File: src/rtl/pipeline_pkg.sv
// Shared types and constants for the MEM/WB writeback slice: control struct,
// writeback source encodings, load funct3 codes and the stage FSM states.
package pipeline_pkg;

  localparam int XLEN   = 64;
  localparam int REG_AW = 5;

  localparam logic [1:0] WB_ALU = 2'd0;
  localparam logic [1:0] WB_MEM = 2'd1;
  localparam logic [1:0] WB_PC4 = 2'd2;

  localparam logic [2:0] F3_LB  = 3'b000;
  localparam logic [2:0] F3_LH  = 3'b001;
  localparam logic [2:0] F3_LW  = 3'b010;
  localparam logic [2:0] F3_LD  = 3'b011;
  localparam logic [2:0] F3_LBU = 3'b100;
  localparam logic [2:0] F3_LHU = 3'b101;
  localparam logic [2:0] F3_LWU = 3'b110;

  typedef struct packed {
    logic              reg_write;
    logic [REG_AW-1:0] dest_reg;
    logic [1:0]        wb_sel;
    logic [2:0]        load_funct3;
  } wb_ctrl_t;

  typedef struct packed {
    logic [XLEN-1:0] loaded_data;
    logic [XLEN-1:0] alu_data;
    logic [XLEN-1:0] pc_plus4;
    wb_ctrl_t        ctrl;
  } mem_wb_t;

  typedef enum logic [1:0] {
    IDLE      = 2'd0,
    LATCHED   = 2'd1,
    WRITE     = 2'd2,
    WAIT_DROP = 2'd3
  } wb_state_t;

  // Access size in bytes; funct3=111 decodes as a doubleword.
  function automatic logic [3:0] load_size(input logic [2:0] funct3);
    case (funct3[1:0])
      2'b00:   return 4'd1;
      2'b01:   return 4'd2;
      2'b10:   return 4'd4;
      default: return 4'd8;
    endcase
  endfunction

endpackage

File: src/rtl/writeback_stage_if.sv
// Memory-stage to writeback-stage bundle, including the register-file write
// port and retire outputs. The stage itself uses the slave modport.
interface writeback_stage_if;
  import pipeline_pkg::*;

  logic              memory_done;
  logic              flush;
  logic [XLEN-1:0]   loaded_data;
  logic [XLEN-1:0]   alu_data;
  logic [XLEN-1:0]   pc_plus4;
  wb_ctrl_t          wb_ctrl;
  logic              mem_wb_pipeline_valid;
  logic              rf_we;
  logic [REG_AW-1:0] rf_waddr;
  logic [XLEN-1:0]   rf_wdata;
  logic              wb_done;
  logic              wb_misaligned;
  logic [63:0]       retired_count;

  modport master (
    output memory_done, flush, loaded_data, alu_data, pc_plus4, wb_ctrl,
    input  mem_wb_pipeline_valid, rf_we, rf_waddr, rf_wdata, wb_done,
           wb_misaligned, retired_count
  );

  modport slave (
    input  memory_done, flush, loaded_data, alu_data, pc_plus4, wb_ctrl,
    output mem_wb_pipeline_valid, rf_we, rf_waddr, rf_wdata, wb_done,
           wb_misaligned, retired_count
  );
endinterface

File: src/rtl/writeback_stage_load_extract.sv
// Combinational load alignment: shifts the addressed bytes down, sign- or
// zero-extends them, and flags accesses that run past the doubleword.
module load_extract
  import pipeline_pkg::*;
(
  input  logic [XLEN-1:0] raw,
  input  logic [2:0]      offset,
  input  logic [2:0]      funct3,
  output logic [XLEN-1:0] value,
  output logic            crosses
);

  logic [XLEN-1:0] shifted;
  logic [3:0]      end_byte;

  always_comb begin
    shifted  = raw >> {offset, 3'b000};
    end_byte = {1'b0, offset} + load_size(funct3);
    crosses  = (end_byte > 4'd8);
    case (funct3)
      F3_LB:   value = {{(XLEN-8){shifted[7]}}, shifted[7:0]};
      F3_LH:   value = {{(XLEN-16){shifted[15]}}, shifted[15:0]};
      F3_LW:   value = {{(XLEN-32){shifted[31]}}, shifted[31:0]};
      F3_LBU:  value = {{(XLEN-8){1'b0}}, shifted[7:0]};
      F3_LHU:  value = {{(XLEN-16){1'b0}}, shifted[15:0]};
      F3_LWU:  value = {{(XLEN-32){1'b0}}, shifted[31:0]};
      default: value = shifted;
    endcase
  end

endmodule

File: src/rtl/writeback_stage.sv
// MEM/WB pipeline register and writeback: latches one memory-stage result per
// memory_done level, computes the write value, pulses the register-file write.
module writeback_stage
  import pipeline_pkg::*;
(
  input  logic              clk,
  input  logic              reset,
  writeback_stage_if.slave  wb
);

  wb_state_t         state_reg, state_next;
  mem_wb_t           mem_wb_reg;
  logic [XLEN-1:0]   wdata_reg;
  logic [REG_AW-1:0] waddr_reg;
  logic              we_ok_reg;
  logic              misaligned_reg;
  logic [63:0]       retired_reg;

  logic [XLEN-1:0]   load_value;
  logic              load_cross;
  logic [XLEN-1:0]   wb_value_next;
  logic              misaligned_next;
  logic              capture;
  logic              retire;

  load_extract u_load_extract (
    .raw     (mem_wb_reg.loaded_data),
    .offset  (mem_wb_reg.alu_data[2:0]),
    .funct3  (mem_wb_reg.ctrl.load_funct3),
    .value   (load_value),
    .crosses (load_cross)
  );

  always_comb begin
    state_next      = state_reg;
    capture         = 1'b0;
    retire          = 1'b0;
    wb_value_next   = mem_wb_reg.alu_data;
    misaligned_next = 1'b0;

    // Only loads can be misaligned; wb_sel=3 falls back to the ALU result.
    case (mem_wb_reg.ctrl.wb_sel)
      WB_MEM: begin
        wb_value_next   = load_value;
        misaligned_next = load_cross;
      end
      WB_PC4:  wb_value_next = mem_wb_reg.pc_plus4;
      default: ;
    endcase

    case (state_reg)
      IDLE: begin
        if (wb.memory_done && !wb.flush) begin
          capture    = 1'b1;
          state_next = LATCHED;
        end
      end
      LATCHED:   state_next = wb.flush ? WAIT_DROP : WRITE;
      WRITE: begin
        retire     = !wb.flush;
        state_next = WAIT_DROP;
      end
      // Hold here until the producer drops its level so it is not latched twice.
      WAIT_DROP: if (!wb.memory_done) state_next = IDLE;
      default:   state_next = IDLE;
    endcase
  end

  always_ff @(posedge clk) begin
    if (reset) begin
      state_reg      <= IDLE;
      mem_wb_reg     <= '0;
      wdata_reg      <= '0;
      waddr_reg      <= '0;
      we_ok_reg      <= 1'b0;
      misaligned_reg <= 1'b0;
      retired_reg    <= '0;
    end else begin
      state_reg <= state_next;
      if (capture) begin
        mem_wb_reg.loaded_data <= wb.loaded_data;
        mem_wb_reg.alu_data    <= wb.alu_data;
        mem_wb_reg.pc_plus4    <= wb.pc_plus4;
        mem_wb_reg.ctrl        <= wb.wb_ctrl;
      end
      if (state_reg == LATCHED && !wb.flush) begin
        wdata_reg      <= wb_value_next;
        waddr_reg      <= mem_wb_reg.ctrl.dest_reg;
        we_ok_reg      <= mem_wb_reg.ctrl.reg_write &&
                          (mem_wb_reg.ctrl.dest_reg != '0) && !misaligned_next;
        misaligned_reg <= misaligned_next;
      end
      if (retire) retired_reg <= retired_reg + 64'd1;
    end
  end

  assign wb.mem_wb_pipeline_valid = (state_reg != IDLE);
  assign wb.rf_we                 = retire && we_ok_reg;
  assign wb.rf_waddr              = waddr_reg;
  assign wb.rf_wdata              = wdata_reg;
  assign wb.wb_done               = retire;
  assign wb.wb_misaligned         = retire && misaligned_reg;
  assign wb.retired_count         = retired_reg;

endmodule
File: src/flat_wrapper.sv
// flat-port wrapper written by rule: the top's interface ports become plain ports
module writeback_stage_flat import pipeline_pkg::*;
  (clk, reset, wb_memory_done, wb_flush, wb_loaded_data, wb_alu_data, wb_pc_plus4, wb_wb_ctrl, wb_mem_wb_pipeline_valid, wb_rf_we, wb_rf_waddr, wb_rf_wdata, wb_wb_done, wb_wb_misaligned, wb_retired_count);
  writeback_stage_if wb_i ();
  input  logic clk;
  input  logic reset;
  input wire logic [$bits(wb_i.memory_done)-1:0] wb_memory_done;
  input wire logic [$bits(wb_i.flush)-1:0] wb_flush;
  input wire logic [$bits(wb_i.loaded_data)-1:0] wb_loaded_data;
  input wire logic [$bits(wb_i.alu_data)-1:0] wb_alu_data;
  input wire logic [$bits(wb_i.pc_plus4)-1:0] wb_pc_plus4;
  input wire logic [$bits(wb_i.wb_ctrl)-1:0] wb_wb_ctrl;
  output wire logic [$bits(wb_i.mem_wb_pipeline_valid)-1:0] wb_mem_wb_pipeline_valid;
  output wire logic [$bits(wb_i.rf_we)-1:0] wb_rf_we;
  output wire logic [$bits(wb_i.rf_waddr)-1:0] wb_rf_waddr;
  output wire logic [$bits(wb_i.rf_wdata)-1:0] wb_rf_wdata;
  output wire logic [$bits(wb_i.wb_done)-1:0] wb_wb_done;
  output wire logic [$bits(wb_i.wb_misaligned)-1:0] wb_wb_misaligned;
  output wire logic [$bits(wb_i.retired_count)-1:0] wb_retired_count;
  assign wb_i.memory_done = wb_memory_done;
  assign wb_i.flush = wb_flush;
  assign wb_i.loaded_data = wb_loaded_data;
  assign wb_i.alu_data = wb_alu_data;
  assign wb_i.pc_plus4 = wb_pc_plus4;
  assign wb_i.wb_ctrl = wb_wb_ctrl;
  assign wb_mem_wb_pipeline_valid = wb_i.mem_wb_pipeline_valid;
  assign wb_rf_we = wb_i.rf_we;
  assign wb_rf_waddr = wb_i.rf_waddr;
  assign wb_rf_wdata = wb_i.rf_wdata;
  assign wb_wb_done = wb_i.wb_done;
  assign wb_wb_misaligned = wb_i.wb_misaligned;
  assign wb_retired_count = wb_i.retired_count;
  writeback_stage u_core (.clk(clk), .reset(reset), .wb(wb_i));
endmodule
File: config.mk
export PLATFORM = sky130hd
export DESIGN_NAME = writeback_stage_flat
export DESIGN_NICKNAME = d
export VERILOG_FILES = /design/src/rtl/pipeline_pkg.sv /design/src/rtl/writeback_stage_if.sv /design/src/rtl/writeback_stage_load_extract.sv /design/src/rtl/writeback_stage.sv /design/src/flat_wrapper.sv
export SDC_FILE = /design/constraint.sdc
export NUM_CORES = 1
export LEC_CHECK = 0
export ABC_AREA = 0
export CELL_PAD_IN_SITES_DETAIL_PLACEMENT = 2
export CELL_PAD_IN_SITES_GLOBAL_PLACEMENT = 2
export CORE_MARGIN = 1.5
export CORE_UTILIZATION = 26
export CTS_CLUSTER_SIZE = 20
export DETAILED_ROUTE_END_ITERATION = 8
export HOLD_SLACK_MARGIN = 0.08
export PLACE_DENSITY = 0.73
export SYNTH_ARGS = -nofsm -noshare
export SYNTH_HDL_FRONTEND = slang
export SYNTH_HIERARCHICAL = 1
export SYNTH_SLANG_ARGS = --single-unit
export TNS_END_PERCENT = 100
File: constraint.sdc
create_clock -name clk -period 2.05 [get_ports clk]
set_clock_uncertainty 0.1 [all_clocks]
set_input_delay 0.41 -clock clk [delete_from_list [all_inputs] [get_ports clk]]
set_output_delay 0.41 -clock clk [all_outputs]
set_load 0.02 [all_outputs]
==> metrics.txt, run 1 <==
# TYPE chip_impl_metric gauge
chip_impl_metric{name="power.combinational.fraction",unit=""} 0.332
chip_impl_info{name="run_status",value="finished, violations left"} 1
chip_impl_metric{name="worst_max_slew_pin_slew",unit="ns"} 0.6239
chip_impl_metric{name="final_total_negative_setup_slack",unit="ns"} -29.69
chip_impl_metric{name="clkPwrFrac",unit=""} 0.335
chip_impl_info{name="synthTopCellsByArea",value="sky130_fd_sc_hd__dfxtp_1 (42%), sky130_fd_sc_hd__nand2_1 (15%), sky130_fd_sc_hd__a21oi_1 (9.4%), sky130_fd_sc_hd__o21ai_0 (3.1%), sky130_fd_sc_hd__a22oi_1 (3.0%)"} 1
chip_impl_metric{name="ios",unit=""} 344
chip_impl_metric{name="layout.cells.non_filler",unit=""} 3564
chip_impl_metric{name="final_max_slew_viol_count",unit=""} 0
chip_impl_metric{name="average_wire_length_per_cell_after_detail_routing",unit="µm"} 25.59
chip_impl_metric{name="nNetsFinal",unit=""} 2914
chip_impl_metric{name="dieWidth",unit="µm"} 253.7
chip_impl_metric{name="detail_route.wirelength",unit="µm"} 91190
chip_impl_metric{name="power.static_leakage",unit="nW"} 10.67
chip_impl_metric{name="grt_pass1_vias",unit=""} 20220
chip_impl_metric{name="netSwitchingFraction",unit=""} 0.3452
chip_impl_metric{name="place.gp.congestion",unit=""} 0.8808
chip_impl_metric{name="synth_sequential_area_ratio",unit=""} 0.4165
chip_impl_info{name="cp-start-kind",value="flip-flop"} 1
chip_impl_metric{name="switchingPower",unit="W"} 0.007906
chip_impl_metric{name="layout_worst_path_cycle_share",unit=""} 1.228
chip_impl_metric{name="critPathArrivalTime",unit="ns"} 2.92
chip_impl_info{name="cp-end-kind",value="flip-flop"} 1
chip_impl_metric{name="ys_warn_count",unit=""} 6
chip_impl_info{name="cp_top_family",value="compound AO/OA/AOI/OAI gates"} 1
chip_impl_metric{name="sequential_standard_cell_area",unit="mm²"} 0.006853
chip_impl_metric{name="number_of_standard_cells_after_synthesis",unit=""} 2102
chip_impl_metric{name="p_seq_frac",unit=""} 0.333
chip_impl_metric{name="number_of_drc_markers_in_iteration_0",unit=""} 979
chip_impl_info{name="critPathSlowestCell",value="sky130_fd_sc_hd__dfxtp_1"} 1
chip_impl_metric{name="postSynthNetCount",unit=""} 2321
chip_impl_info{name="violations",value="negative setup slack"} 1
chip_impl_metric{name="netlist-cell-type-count",unit=""} 60
chip_impl_metric{name="power_density",unit="mW/mm²"} 851.2
chip_impl_metric{name="pre_cts_ws",unit="ns"} -0.5855
chip_impl_metric{name="netlist_area",unit="mm²"} 0.01634
chip_impl_info{name="crit_chain",value="mux2i_4 -> buf_6 -> a22oi_2 -> nand4_1 -> buf_12 -> buf_12 -> nand4_1 -> a22oi_2 -> o21ai_1 -> nand2_1 -> a21oi_2"} 1
chip_impl_metric{name="clkLatencyLatePin",unit="ns"} 0.59
chip_impl_metric{name="period_minus_slack",unit="ns"} 2.517
chip_impl_metric{name="cts_hold_buffers",unit=""} 0
chip_impl_metric{name="hold_viol",unit=""} 0
chip_impl_metric{name="core-area",unit="mm²"} 0.06194
chip_impl_metric{name="grt.total_usage",unit=""} 0.2545
chip_impl_info{name="worst-setup-path-type",value="flip-flop to flip-flop"} 1
chip_impl_metric{name="finalWorstSetupSlack",unit="ns"} -0.4668
chip_impl_info{name="post_synth_top_flop",value="sky130_fd_sc_hd__dfxtp_1"} 1
chip_impl_metric{name="peakVddDrop",unit="mV"} 0.5063
chip_impl_metric{name="vias",unit=""} 18650
chip_impl_metric{name="synth_edf_count",unit=""} 0
chip_impl_metric{name="hpwlAfterDp",unit="µm"} 58610
chip_impl_metric{name="synth_seq_cells",unit=""} 340
chip_impl_metric{name="die_h",unit="µm"} 253.7
chip_impl_metric{name="starting_density",unit=""} 0.2638
chip_impl_info{name="cts_tree",value="done"} 1
chip_impl_metric{name="grt_overflow_total",unit=""} 0
chip_impl_metric{name="yosysTopAreaCellShare",unit=""} 0.4165
chip_impl_metric{name="clock_tree.buffer_depth",unit=""} 3
chip_impl_metric{name="fraction_of_synthesis_flops_using_an_asynchronous_set_or_reset_pin",unit=""} 0
chip_impl_metric{name="htree_levels",unit=""} 2
chip_impl_metric{name="max_freq",unit="MHz"} 397.3
chip_impl_metric{name="max_cap_viol_count",unit=""} 0
chip_impl_metric{name="worst_ep_required_time",unit="ns"} 2.45
chip_impl_metric{name="dieArea",unit="mm²"} 0.06437
chip_impl_metric{name="portBuffers",unit=""} 343
chip_impl_info{name="clk_root_buffer_cell",value="sky130_fd_sc_hd__clkbuf_16"} 1
chip_impl_metric{name="cpPeakStageDelay",unit="ns"} 0.54
chip_impl_metric{name="multiInputGateArea",unit="mm²"} 0.01038
chip_impl_metric{name="setup-violations-final",unit=""} 113
chip_impl_metric{name="worst-path-buf-inv",unit=""} 3
chip_impl_metric{name="clkSlewWorstSetupHoldPaths",unit="ns"} 0.06
chip_impl_info{name="worst_hold_path_type",value="primary input to flip-flop"} 1
chip_impl_metric{name="drive_gt1_frac",unit=""} 0.2883
chip_impl_metric{name="grt_pass1_wl",unit="µm"} 124900
chip_impl_metric{name="ant_nets",unit=""} 0
chip_impl_metric{name="firstDrtPassIters",unit=""} 5
chip_impl_metric{name="internal_power",unit="W"} 0.01500
chip_impl_metric{name="core.rowCount",unit=""} 91
chip_impl_metric{name="drc",unit=""} 0
chip_impl_metric{name="filler_cell_count",unit=""} 6722
chip_impl_metric{name="cts_sinks",unit=""} 340
chip_impl_metric{name="via_density_per_instance",unit=""} 5.234
chip_impl_metric{name="syn_to_final_growth",unit="%"} 64.66
chip_impl_metric{name="dp_cells",unit=""} 3391
chip_impl_info{name="netlist_top_cells_count",value="sky130_fd_sc_hd__nand2_1 (664), sky130_fd_sc_hd__dfxtp_1 (340), sky130_fd_sc_hd__a21oi_1 (307), sky130_fd_sc_hd__clkbuf_1 (122), sky130_fd_sc_hd__o21ai_0 (100)"} 1
chip_impl_metric{name="timing.max_slew.rel_slack",unit=""} 0.5836
chip_impl_metric{name="cts_buffers",unit=""} 42
chip_impl_metric{name="crit_path_max_fanout",unit=""} 6
chip_impl_metric{name="grt_max_degree",unit=""} 85
chip_impl_metric{name="grt_antenna_before_repair",unit=""} 16
chip_impl_metric{name="syn_area_per_cell",unit="µm²"} 7.774
chip_impl_metric{name="largest_register_ff_count",unit=""} 203
chip_impl_info{name="yosysTopAreaCell",value="sky130_fd_sc_hd__dfxtp_1"} 1
chip_impl_info{name="post-synth-top-count-cell",value="sky130_fd_sc_hd__nand2_1"} 1
chip_impl_info{name="rsz0062_at_grt",value="yes"} 1
cell type report:
cell class / count / area share
well taps: 837 / 0.03892
diodes: 1 / 0.00009300
flip-flops and latches: 340 / 0.2547
repair buffers: 717 / 0.2671
clock inverters: 11 / 0.004975
inverters: 10 / 0.001488
clock buffers: 64 / 0.04701
multi-input cells: 1584 / 0.3857
repair_timing:
action                                  CTS  global route
endpoints found under the setup margin  229           310
gates resized for setup                 431           256
setup buffers                            58            38
pin swaps                               105           181
cloned                                    9             7
cells in the final DEF (no fill, tap or decap), types with 14 or more instances in the layout:
| cell | n |
|---|---|
| sky130_fd_sc_hd__o21ai_2 | 16 |
| sky130_fd_sc_hd__and3_1 | 14 |
| sky130_fd_sc_hd__buf_4 | 252 |
| sky130_fd_sc_hd__a21oi_1 | 265 |
| sky130_fd_sc_hd__mux2i_4 | 20 |
| sky130_fd_sc_hd__clkdlybuf4s50_1 | 205 |
| sky130_fd_sc_hd__buf_6 | 62 |
| sky130_fd_sc_hd__mux2i_1 | 14 |
| sky130_fd_sc_hd__a21oi_2 | 42 |
| sky130_fd_sc_hd__dlymetal6s2s_1 | 20 |
| sky130_fd_sc_hd__nand3_1 | 19 |
| sky130_fd_sc_hd__nand2_1 | 656 |
| sky130_fd_sc_hd__xnor2_1 | 14 |
| sky130_fd_sc_hd__nor2_1 | 48 |
| sky130_fd_sc_hd__a22oi_1 | 21 |
| sky130_fd_sc_hd__buf_12 | 42 |
| sky130_fd_sc_hd__o21ai_0 | 25 |
| sky130_fd_sc_hd__dfxtp_1 | 311 |
| sky130_fd_sc_hd__o21ai_1 | 57 |
| sky130_fd_sc_hd__mux4_2 | 27 |
| sky130_fd_sc_hd__dfxtp_2 | 25 |
| sky130_fd_sc_hd__xor2_1 | 14 |
| sky130_fd_sc_hd__nand4_1 | 53 |
| sky130_fd_sc_hd__clkbuf_16 | 50 |
| sky130_fd_sc_hd__dlygate4sd2_1 | 113 |
| sky130_fd_sc_hd__a22oi_2 | 46 |
layer usage:
layer / GRT usage / part of all wire
met4: 0.08673 / 0.044
met1: 0.3006 / 0.40
met2: 0.4482 / 0.50
met5: 0.009266 / 0.0022
met3: 0.06033 / 0.056
through the flow:
| stage | hold slack [ns] | area (µm²) | total power (W) | utilization |
|---|---|---|---|---|
| after detailed placement | 0.3501 | 22640 | 0.01347 | 0.3655 |
| after global routing | 0.1307 | 26910 | 0.02381 | 0.4344 |
| after CTS | 0.08458 | 25550 | 0.02208 | 0.4125 |
| after floorplan | 0.3273 | 16430 | 0.01033 | - |
| final | 0.1164 | 26910 | 0.02290 | 0.4344 |
| after global placement | 0.3429 | 22640 | 0.01325 | 0.3655 |
power groups by stage:
stage / combinational [W] / sequential, W / clock [W]
6_report: 0.00760 / 0.00763 / 0.00767
3_3_place_gp: 0.00560 / 0.00764 / 0
4_1_cts: 0.00671 / 0.00758 / 0.00779
2_1_floorplan: 0.00275 / 0.00758 / 0
5_1_grt: 0.00804 / 0.00768 / 0.00810
3_5_place_dp: 0.00579 / 0.00768 / 0
logic make-up after synthesis:
kind of cell | synth area share
simple gates | 0.2547
compound gates | 0.1744
flops | 0.4165
buf+inv | 0.05199
mux | 0.07450
xor+xnor | 0.01822
fa+ha+maj | 0.009647
path summary, 6_finish.rpt:
check	start	end	slack, ns	cells past startpoint
worst max register to register	u_core/mem_wb_reg[202]	u_core/wb.rf_wdata[49]	-0.47	11
worst min register to register	u_core/wb.rf_wdata[26]	u_core/wb.rf_wdata[26]	0.35	2
worst max-delay path	u_core/mem_wb_reg[202]	u_core/wb.rf_wdata[49]	-0.47	11
worst min-delay path	reset	u_core/wb.retired_count[2]	0.12	2
Power figures use the tool's default switching activity.
==> run 2, diff against run 1 <==
==> constraint.sdc (replaced) <==
create_clock -name clk -period 2.05 [get_ports clk]
set_clock_uncertainty 0.1 [all_clocks]
set_input_delay 0.205 -clock clk [delete_from_list [all_inputs] [get_ports clk]]
set_output_delay 0.205 -clock clk [all_outputs]
set_load 0.02 [all_outputs]
==> metrics.txt, run 2 (synthesized netlist as in run 1, its figures left out) <==
# TYPE chip_impl_metric gauge
chip_impl_metric{name="setup-violations-final",unit=""} 111
chip_impl_info{name="clk_root_buffer_cell",value="sky130_fd_sc_hd__clkbuf_16"} 1
chip_impl_metric{name="cpPeakStageDelay",unit="ns"} 0.54
chip_impl_metric{name="gr-usage-met1",unit=""} 0.3179
chip_impl_metric{name="nNetsFinal",unit=""} 2895
chip_impl_metric{name="internal_power",unit="W"} 0.01548
chip_impl_metric{name="power.static_leakage",unit="nW"} 9.858
chip_impl_metric{name="syn_to_final_growth",unit="%"} 65.12
chip_impl_metric{name="hold_viol",unit=""} 0
chip_impl_info{name="worst_hold_path_type",value="primary input to flip-flop"} 1
chip_impl_metric{name="portBuffers",unit=""} 343
chip_impl_metric{name="drive_gt1_frac",unit=""} 0.2722
chip_impl_metric{name="clkLatencyLatePin",unit="ns"} 0.58
chip_impl_info{name="crit_chain",value="mux2i_1 -> nor3_1 -> o311ai_4 -> buf_12 -> buf_4 -> nand4_1 -> a22oi_1 -> o21ai_1 -> nand2_1 -> a21oi_2"} 1
chip_impl_metric{name="power.combinational.fraction",unit=""} 0.311
chip_impl_metric{name="timing.max_slew.rel_slack",unit=""} 0.5045
chip_impl_metric{name="core.rowCount",unit=""} 91
chip_impl_metric{name="vias",unit=""} 18470
chip_impl_info{name="cp-start-kind",value="flip-flop"} 1
chip_impl_metric{name="utilization",unit=""} 0.4357
chip_impl_info{name="most_frequent_standard_cell_in_the_layout_excluding_fill_and_tap_cells",value="sky130_fd_sc_hd__nand2_1"} 1
chip_impl_metric{name="worst_ep_required_time",unit="ns"} 2.43
chip_impl_metric{name="period_minus_slack",unit="ns"} 2.463
chip_impl_metric{name="htree_levels",unit=""} 2
chip_impl_metric{name="r2r_slack",unit="ns"} -0.41
chip_impl_metric{name="global_route.usage.met2",unit=""} 0.4531
chip_impl_metric{name="place.gp.congestion",unit=""} 0.9011
chip_impl_metric{name="detail_route.wirelength",unit="µm"} 89010
chip_impl_metric{name="clock_tree.buffer_depth",unit=""} 3
chip_impl_info{name="critical_path.reg2reg.endpoint",value="u_core/wb.rf_wdata[35]"} 1
chip_impl_metric{name="grt_pass1_vias",unit=""} 20040
chip_impl_metric{name="clkPwrFrac",unit=""} 0.358
chip_impl_metric{name="placed_cell_area",unit="mm²"} 0.02265
chip_impl_metric{name="cts_sinks",unit=""} 340
chip_impl_metric{name="post-route-cell-area",unit="mm²"} 0.02698
chip_impl_metric{name="worst_max_slew_pin_slew",unit="ns"} 0.7425
chip_impl_info{name="cp-end-kind",value="flip-flop"} 1
chip_impl_metric{name="dieArea",unit="mm²"} 0.06437
chip_impl_metric{name="finalWorstSetupSlack",unit="ns"} -0.4129
chip_impl_metric{name="final_total_negative_setup_slack",unit="ns"} -22.05
chip_impl_metric{name="power_density",unit="mW/mm²"} 858.9
chip_impl_metric{name="average_wire_length_per_cell_after_detail_routing",unit="µm"} 25.10
chip_impl_info{name="timing.rr.start",value="u_core/mem_wb_reg[170]"} 1
chip_impl_metric{name="hpwlAfterDp",unit="µm"} 58720
chip_impl_info{name="violations",value="negative setup slack"} 1
chip_impl_metric{name="layout_worst_path_cycle_share",unit=""} 1.201
chip_impl_metric{name="grt_antenna_before_repair",unit=""} 11
chip_impl_info{name="worst-setup-path-type",value="flip-flop to flip-flop"} 1
chip_impl_metric{name="crit_path_max_fanout",unit=""} 7
chip_impl_metric{name="firstDrtPassIters",unit=""} 5
chip_impl_info{name="grt.busiest_layer",value="met2"} 1
chip_impl_metric{name="critPathArrivalTime",unit="ns"} 2.85
chip_impl_info{name="cts_tree",value="done"} 1
chip_impl_metric{name="die_h",unit="µm"} 253.7
chip_impl_metric{name="largest_register_ff_count",unit=""} 203
chip_impl_metric{name="switchingPower",unit="W"} 0.007693
chip_impl_info{name="rsz0062_at_grt",value="yes"} 1
chip_impl_metric{name="peakVddDrop",unit="mV"} 0.6211
chip_impl_metric{name="grt.total_usage",unit=""} 0.2540
chip_impl_info{name="run_status",value="finished, violations left"} 1
chip_impl_metric{name="post-layout-total-power",unit="W"} 0.02318
chip_impl_metric{name="hold_path_depth",unit=""} 3
chip_impl_info{name="critPathSlowestCell",value="sky130_fd_sc_hd__nor3_1"} 1
chip_impl_metric{name="starting_density",unit=""} 0.2638
chip_impl_metric{name="ant_nets",unit=""} 0
chip_impl_metric{name="grt_pass1_wl",unit="µm"} 126000
chip_impl_metric{name="ios",unit=""} 344
chip_impl_metric{name="grt_max_degree",unit=""} 86
chip_impl_info{name="min_delay_worst_endpoint",value="u_core/mem_wb_reg[87]"} 1
chip_impl_metric{name="max_freq",unit="MHz"} 406.0
chip_impl_metric{name="max_cap_viol_count",unit=""} 0
chip_impl_metric{name="via_density_per_instance",unit=""} 5.210
chip_impl_metric{name="drc",unit=""} 0
chip_impl_metric{name="netSwitchingFraction",unit=""} 0.3319
chip_impl_metric{name="met3_global_route_usage",unit=""} 0.04353
chip_impl_metric{name="final_max_slew_viol_count",unit=""} 0
chip_impl_metric{name="grt_overflow_total",unit=""} 0
chip_impl_metric{name="core-area",unit="mm²"} 0.06194
chip_impl_metric{name="dieWidth",unit="µm"} 253.7
chip_impl_info{name="worstHoldStart",value="wb_alu_data[12]"} 1
chip_impl_metric{name="cts_buffers",unit=""} 43
chip_impl_metric{name="clkSlewWorstSetupHoldPaths",unit="ns"} 0.06
chip_impl_metric{name="p_seq_frac",unit=""} 0.330
chip_impl_metric{name="r2r.worst_path.cells",unit=""} 10
chip_impl_metric{name="number_of_drc_markers_in_iteration_0",unit=""} 953
chip_impl_info{name="most_frequent_cells_in_the_layout",value="sky130_fd_sc_hd__nand2_1 (660), sky130_fd_sc_hd__clkdlybuf4s50_1 (327), sky130_fd_sc_hd__dfxtp_1 (308), sky130_fd_sc_hd__a21oi_1 (253), sky130_fd_sc_hd__buf_4 (227)"} 1
==> run 2: cell count changes in the layout (fill, tap and decap cells not counted), sizes merged <==
cell | previous run | this run
clkbuf | 71 | 66
clkdlybuf4s50 | 205 | 327
clkinv | 8 | 7
dlygate4sd3 | 0 | 21
or2 | 2 | 1
bufinv | 2 | 6
buf | 372 | 336
dlygate4sd2 | 113 | 2
dlymetal6s2s | 20 | 9
==> run 2: metrics by stage <==
step                hold slack [ns]  worst slack [ns]  cells
floorplan                    0.2306          -0.06520   2102
global placement             0.3340           -0.4622   3369
detailed placement           0.3460           -0.4777   3369
CTS                         0.08053           -0.2874   3513
global route                 0.1060           -0.4895   3546
finish                       0.1018           -0.4129   3546
==> run 2: worst max-delay path: cells and delay by family, from the launching register on <==
family / cells / cell delay, ns
flops: 1 / 0.49
buf+inv: 2 / 0.32
compound gates: 4 / 0.58
mux: 1 / 0.14
simple gates: 3 / 0.76
==> run 2: layout make-up <==
type / count / area, µm²
Multi-Input combinational cell: 1583 / 10280
Clock inverter: 14 / 242.7
Sequential cell: 340 / 6864
Fill cell: 6681 / 34950
Timing Repair Buffer: 698 / 7209
Tap cell: 837 / 1047
Antenna cell: 1 / 2.502
Clock buffer: 63 / 1292
Inverter: 10 / 43.79
==> run 2: how the worst max path moves through the flow <==
stage / startpoint / end / cells after the start
final: u_core/mem_wb_reg[170] / u_core/wb.rf_wdata[35] / 10
after global routing: u_core/mem_wb_reg[170] / u_core/wb.rf_wdata[51] / 10
after CTS: u_core/mem_wb_reg[76] / u_core/wb.rf_wdata[50] / 10
after detailed placement: u_core/mem_wb_reg[76] / u_core/wb.rf_wdata[14] / 10
after global placement: u_core/mem_wb_reg[76] / u_core/wb.rf_wdata[14] / 10
after floorplan: u_core/wb.retired_count[9] / u_core/wb.retired_count[59] / 6
==> run 2: power groups by stage <==
stage | registers [W] | clock network, W | logic [W]
6_report | 0.00766 | 0.00830 | 0.00721
5_1_grt | 0.00771 | 0.00875 | 0.00766
4_1_cts | 0.00762 | 0.00846 | 0.00662
3_5_place_dp | 0.00773 | 0 | 0.00586
3_3_place_gp | 0.00769 | 0 | 0.00569
2_1_floorplan | 0.00758 | 0 | 0.00275
==> run 2: metal layers <==
metal	vias up	wire length, µm	share of wire
met4	20	2417	0.027
met2	482	44670	0.50
met5	-	140	0.0016
met3	156	4502	0.051
met1	9397	37270	0.42
li1	8419	-	-
==> run 2: timing repair <==
action / CTS / global route
endpoints found under the setup margin: 118 / 293
endpoints found under the hold margin: 49 / 0
setup buffers: 43 / 44
pin swaps: 107 / 148
resized for setup: 281 / 229
gates cloned: 7 / 3
hold buffers: 21 / 0
==> run 3, diff against run 2 <==
--- a/config.mk
+++ b/config.mk
@@ -8,6 +8,7 @@
 export ABC_AREA = 0
 export CELL_PAD_IN_SITES_DETAIL_PLACEMENT = 2
 export CELL_PAD_IN_SITES_GLOBAL_PLACEMENT = 2
+export CORE_ASPECT_RATIO = 0.8
 export CORE_MARGIN = 1.5
 export CORE_UTILIZATION = 26
 export CTS_CLUSTER_SIZE = 20
==> metrics.txt, run 3 (synthesized netlist as in run 1, its figures left out) <==
# TYPE chip_impl_metric gauge
chip_impl_info{name="most_frequent_standard_cell_in_the_layout_excluding_fill_and_tap_cells",value="sky130_fd_sc_hd__nand2_1"} 1
chip_impl_info{name="most_frequent_cells_in_the_layout",value="sky130_fd_sc_hd__nand2_1 (655), sky130_fd_sc_hd__clkdlybuf4s50_1 (331), sky130_fd_sc_hd__dfxtp_1 (311), sky130_fd_sc_hd__a21oi_1 (265), sky130_fd_sc_hd__buf_4 (261)"} 1
chip_impl_metric{name="critPathArrivalTime",unit="ns"} 2.96
chip_impl_metric{name="place.gp.congestion",unit=""} 0.9279
chip_impl_metric{name="finalWorstSetupSlack",unit="ns"} -0.5725
chip_impl_info{name="violations",value="negative setup slack"} 1
chip_impl_info{name="cp_top_family",value="buffers and inverters"} 1
chip_impl_metric{name="layout.cells.non_filler",unit=""} 3565
chip_impl_metric{name="starting_density",unit=""} 0.2652
chip_impl_metric{name="grt_pass1_wl",unit="µm"} 127000
chip_impl_metric{name="vias",unit=""} 19290
chip_impl_metric{name="crit_path_max_fanout",unit=""} 6
chip_impl_info{name="worst_hold_path_type",value="primary input to flip-flop"} 1
chip_impl_metric{name="worst-path-buf-inv",unit=""} 6
chip_impl_info{name="worst-setup-path-type",value="flip-flop to flip-flop"} 1
chip_impl_metric{name="drc",unit=""} 0
chip_impl_metric{name="p_seq_frac",unit=""} 0.344
chip_impl_metric{name="drive_gt1_frac",unit=""} 0.2703
chip_impl_info{name="critPathSlowestCell",value="sky130_fd_sc_hd__dfxtp_4"} 1
chip_impl_info{name="cts_tree",value="done"} 1
chip_impl_metric{name="nNetsFinal",unit=""} 2922
chip_impl_metric{name="dp_cells",unit=""} 3387
chip_impl_metric{name="syn_to_final_growth",unit="%"} 63.72
chip_impl_metric{name="clkPwrFrac",unit=""} 0.314
chip_impl_metric{name="largest_register_ff_count",unit=""} 203
chip_impl_metric{name="grt_max_degree",unit=""} 81
chip_impl_metric{name="placed_cell_area",unit="mm²"} 0.02264
chip_impl_metric{name="dieArea",unit="mm²"} 0.06438
chip_impl_metric{name="grt_antenna_before_repair",unit=""} 8
chip_impl_metric{name="pre_cts_ws",unit="ns"} -0.6970
chip_impl_metric{name="power_density",unit="mW/mm²"} 834.0
chip_impl_metric{name="clock_tree.buffer_depth",unit=""} 3
chip_impl_metric{name="cts_buffers",unit=""} 39
chip_impl_metric{name="firstDrtPassIters",unit=""} 5
chip_impl_metric{name="grt.total_usage",unit=""} 0.2566
chip_impl_metric{name="post-route-cell-area",unit="mm²"} 0.02676
chip_impl_info{name="cp-start-kind",value="flip-flop"} 1
chip_impl_metric{name="cts_sinks",unit=""} 340
chip_impl_info{name="rsz0062_at_grt",value="yes"} 1
chip_impl_metric{name="core.rowCount",unit=""} 81
chip_impl_metric{name="htree_levels",unit=""} 2
chip_impl_metric{name="max_freq",unit="MHz"} 381.3
chip_impl_info{name="run_status",value="finished, violations left"} 1
chip_impl_metric{name="switchingPower",unit="W"} 0.008046
chip_impl_metric{name="number_of_drc_markers_in_iteration_0",unit=""} 1418
chip_impl_metric{name="die_h",unit="µm"} 227.2
chip_impl_metric{name="timing.max_slew.rel_slack",unit=""} 0.4946
chip_impl_metric{name="filler_cell_count",unit=""} 6714
chip_impl_metric{name="detail_route.wirelength",unit="µm"} 100700
chip_impl_metric{name="dieWidth",unit="µm"} 283.3
chip_impl_metric{name="setup-violations-final",unit=""} 228
chip_impl_metric{name="via_density_per_instance",unit=""} 5.411
chip_impl_metric{name="grt_overflow_total",unit=""} 0
chip_impl_metric{name="power.combinational.fraction",unit=""} 0.342
chip_impl_metric{name="core-area",unit="mm²"} 0.06162
chip_impl_metric{name="clkLatencyLatePin",unit="ns"} 0.59
chip_impl_metric{name="peakVddDrop",unit="mV"} 0.5291
chip_impl_metric{name="layout_worst_path_cycle_share",unit=""} 1.279
chip_impl_metric{name="netSwitchingFraction",unit=""} 0.3606
chip_impl_metric{name="ios",unit=""} 344
chip_impl_metric{name="ant_nets",unit=""} 0
chip_impl_metric{name="max_cap_viol_count",unit=""} 0
chip_impl_metric{name="worst_max_slew_pin_slew",unit="ns"} 0.7573
chip_impl_metric{name="post-layout-total-power",unit="W"} 0.02231
chip_impl_info{name="cp-end-kind",value="flip-flop"} 1
chip_impl_metric{name="average_wire_length_per_cell_after_detail_routing",unit="µm"} 28.25
chip_impl_info{name="timing.critical_path.mode_cell",value="sky130_fd_sc_hd__buf_6"} 1
chip_impl_info{name="clk_root_buffer_cell",value="sky130_fd_sc_hd__clkbuf_16"} 1
chip_impl_metric{name="worst_ep_required_time",unit="ns"} 2.39
chip_impl_metric{name="cpPeakStageDelay",unit="ns"} 0.46
chip_impl_metric{name="period_minus_slack",unit="ns"} 2.623
chip_impl_metric{name="clkSlewWorstSetupHoldPaths",unit="ns"} 0.07
chip_impl_metric{name="grt_pass1_vias",unit=""} 19780
chip_impl_metric{name="final_max_slew_viol_count",unit=""} 0
chip_impl_metric{name="internal_power",unit="W"} 0.01427
chip_impl_metric{name="portBuffers",unit=""} 343
chip_impl_metric{name="power.static_leakage",unit="nW"} 9.721
chip_impl_metric{name="hpwlAfterDp",unit="µm"} 59030
chip_impl_metric{name="hold_viol",unit=""} 0
chip_impl_info{name="crit_chain",value="buf_6 -> buf_6 -> buf_8 -> buf_12 -> buf_6 -> buf_6 -> mux4_2 -> mux2i_1 -> o21ai_1 -> a22oi_1 -> o21ai_1 -> nand2_1 -> a21oi_2"} 1
## run 3: stage by stage
| stage | setup TNS [ns] | hold slack, ns | utilization |
|---|---|---|---|
| 3_5_place_dp | -72.79 | 0.3522 | 0.3675 |
| 3_3_place_gp | -49.02 | 0.3430 | 0.3675 |
| 4_1_cts | -15.72 | 0.08167 | 0.4089 |
| 6_report | -33.67 | 0.09909 | 0.4342 |
| 5_1_grt | -45.85 | 0.1084 | 0.4340 |
| 2_1_floorplan | -0.1177 | 0.2306 | - |
## run 3: path summary, 6_finish.rpt
check / startpoint / to / slack, ns / depth (start not counted)
setup / recovery: u_core/mem_wb_reg[75] / u_core/wb.rf_wdata[9] / -0.57 / 13
hold / removal: wb_loaded_data[21] / u_core/mem_wb_reg[160] / 0.1 / 3
setup reg to reg: u_core/mem_wb_reg[75] / u_core/wb.rf_wdata[9] / -0.57 / 13
hold reg to reg: u_core/wb.rf_wdata[52] / u_core/wb.rf_wdata[52] / 0.36 / 2
## run 3: layer usage
layer,wire [µm],GRT usage,share of wire
met1,42220,0.3373,0.42
met5,0,0,0
met2,47810,0.4209,0.47
met3,6369,0.05000,0.063
met4,4324,0.08970,0.043
## run 3: cell type report
type	instances	area, µm²	share of cell area
antenna	8	20.02	0.0007482
clock buffer	60	1166	0.04358
tap	830	1039	0.03881
multi-input combinational	1584	10170	0.3801
inverter	10	40.04	0.001496
timing repair buffer	728	7425	0.2775
clock inverter	5	45.04	0.001683
sequential	340	6850	0.2560
## run 3: worst min-delay path, delay by kind of cell
kind,cells,cell delay [ns]
buffers and inverters,1,0.40
AND/OR/NAND/NOR,1,0.06
AO/OA/AOI/OAI,1,0.05
## run 3: power groups by stage
| stage | clock (W) | sequential, W | combinational [W] |
|---|---|---|---|
| 2_1_floorplan | 0 | 0.00758 | 0.00275 |
| 3_3_place_gp | 0 | 0.00765 | 0.00556 |
| 4_1_cts | 0.00701 | 0.00758 | 0.00628 |
| 5_1_grt | 0.00736 | 0.00771 | 0.00793 |
| 6_report | 0.00700 | 0.00767 | 0.00764 |
| 3_5_place_dp | 0 | 0.00770 | 0.00573 |
## run 3: what timing repair did
action / in CTS / in global routing
endpoints found under the hold margin: 37 / 0
setup buffers: 37 / 47
gates cloned: 5 / 12
hold buffers: 9 / 0
gates resized for setup: 233 / 219
endpoints found under the setup margin: 113 / 182
pin swaps: 63 / 77
==> RTL edit, RTL diff (flow settings as in run 1) <==
The package constant `XLEN` goes from 64 to 72.
--- a/src/rtl/pipeline_pkg.sv
+++ b/src/rtl/pipeline_pkg.sv
@@ -2,7 +2,7 @@
 // writeback source encodings, load funct3 codes and the stage FSM states.
 package pipeline_pkg;
 
-  localparam int XLEN   = 64;
+  localparam int XLEN   = 72;
   localparam int REG_AW = 5;
 
   localparam logic [1:0] WB_ALU = 2'd0;
Ports: changed (resized wb_alu_data, wb_loaded_data, wb_pc_plus4 and wb_rf_wdata); port bits go from 344 to 376. No check against the original RTL was run, so the function may have changed too.
==> RTL edit against run 1 <==
  * Cell area grew 9.7%
  * Setup slack worse by 110 ps
  * Cell count increased by 12%
  * Critical path depth up 1
  * Sequential cell count rose by 32
  * Critical path type unchanged
  * Area after synthesis increased by 11%
  * Combinational power is 12% higher
  * First-iteration DRC count is 31% higher
  * The run still ends with setup timing left
  * Largest cell class unchanged
  * Synthesized cell count is 13% higher
  * Routed wire length grew 15%
  * Largest power group is now combinational logic
  * Power is 8.7% higher
==> RTL edit: results (changes against run 1) <==
| Metric | Value |
|---|---|
| Hold depth | 3 (was 2) |
| Count of final setup violators | 104 (was 113) |
| Inserted Clock Buffers | 45 (was 42) |
| Fillers | 7622 (was 6722) |
| Synth area leaders | dfxtp_1, nand2_1, a21oi_1 (unchanged) |
| Violated checks | setup timing (unchanged) |
| Finished Layout Cells | 3980 (was 3564) |
| Hold wc startpoint | wb_alu_data[71] (was reset) |
| Total negative slack | -34340 ps (was -29690 ps) |
| GPL Wtd Cong | 0.9105 (was 0.8808) |
| Layout cells sized above 1 | 27.76% (was 28.83%) |
| Hold_buf cts | 1 (was 0) |
| Number of global-route vias before repair | 22550 (was 20220) |
| Outcome | finished with violations (unchanged) |
| Sequential-to-total area share from yosys stat | 40.88% (was 41.65%) |
| Syn Area/Cell | 7.644 um2 (was 7.774 um2) |
| Place WS | -797.1 ps (was -585.5 ps) |
| GR Util met2 | 45.53% (was 44.82%) |
| Syn nets | 2626 (was 2321) |
| Max FFs per register | 227 (was 203) |
| Adder and majority cell fraction of the synthesized area | 0.8655% (was 0.9647%) |
| Total Wirelength | 105.3 mm (was 91.19 mm) |
| WHS Endpoint | u_core/mem_wb_reg[154]$_SDFFE_PP0P_ (was u_core/wb.retired_count[2]$_SDFFE_PP0N_) |
| Final worst slack | -580.8 ps (was -466.8 ps) |
| WHS | 263.4 ps (was 116.4 ps) |
| PortBufs | 375 (was 343) |
| Nets | 3262 (was 2914) |
| Met1 usage | 31.38% (was 30.06%) |
| Post-CTS Setup Bufs | 54 (was 58) |
| Grt met3 use | 5.011% (was 6.033%) |
| Dpl hpwl | 66.00 mm (was 58.61 mm) |
| Post-synthesis mux area share | 7.645% (was 7.450%) |
| Cell Area, Placed | 0.02508 mm2 (was 0.02264 mm2) |
| Post-synthesis compound-gate area fraction | 18.13% (was 17.44%) |
| Leakage | 11.25 nW (was 10.67 nW) |
| GRT Util Overall | 25.76% (was 25.45%) |
| DRT iter0 DRCs | 1283 (was 979) |
[RTL edit: layout make-up]
| class | count | area [um2] | share of cell area, % |
|---|---|---|---|
| antenna | 1 | 2.502 | 0.008478 |
| multi-input combinational | 1796 | 11460 | 38.82 |
| inverter | 15 | 71.32 | 0.2416 |
| sequential | 372 | 7518 | 25.47 |
| tap | 931 | 1165 | 3.946 |
| timing repair buffer | 789 | 7881 | 26.70 |
| clock inverter | 10 | 105.1 | 0.3561 |
| clock buffer | 66 | 1316 | 4.459 |
[RTL edit: report_power, final]
part	leakage, nW	switching, mW	total [mW]	internal (mW)
combinational	7.50	4.90	8.48	3.58
clock	0.703	3.42	7.99	4.57
sequential	3.04	0.597	8.41	7.82
[RTL edit: worst max-delay path: stages, from the launching register on]
cell,delay (ps)
dfxtp_4,430
buf_6,140
buf_12,120
buf_4,110
mux2i_1,380
mux2i_1,240
mux2i_1,260
o21ai_1,80
buf_4,140
a22oi_1,220
o21ai_1,110
nand2_1,110
a21oi_2,50
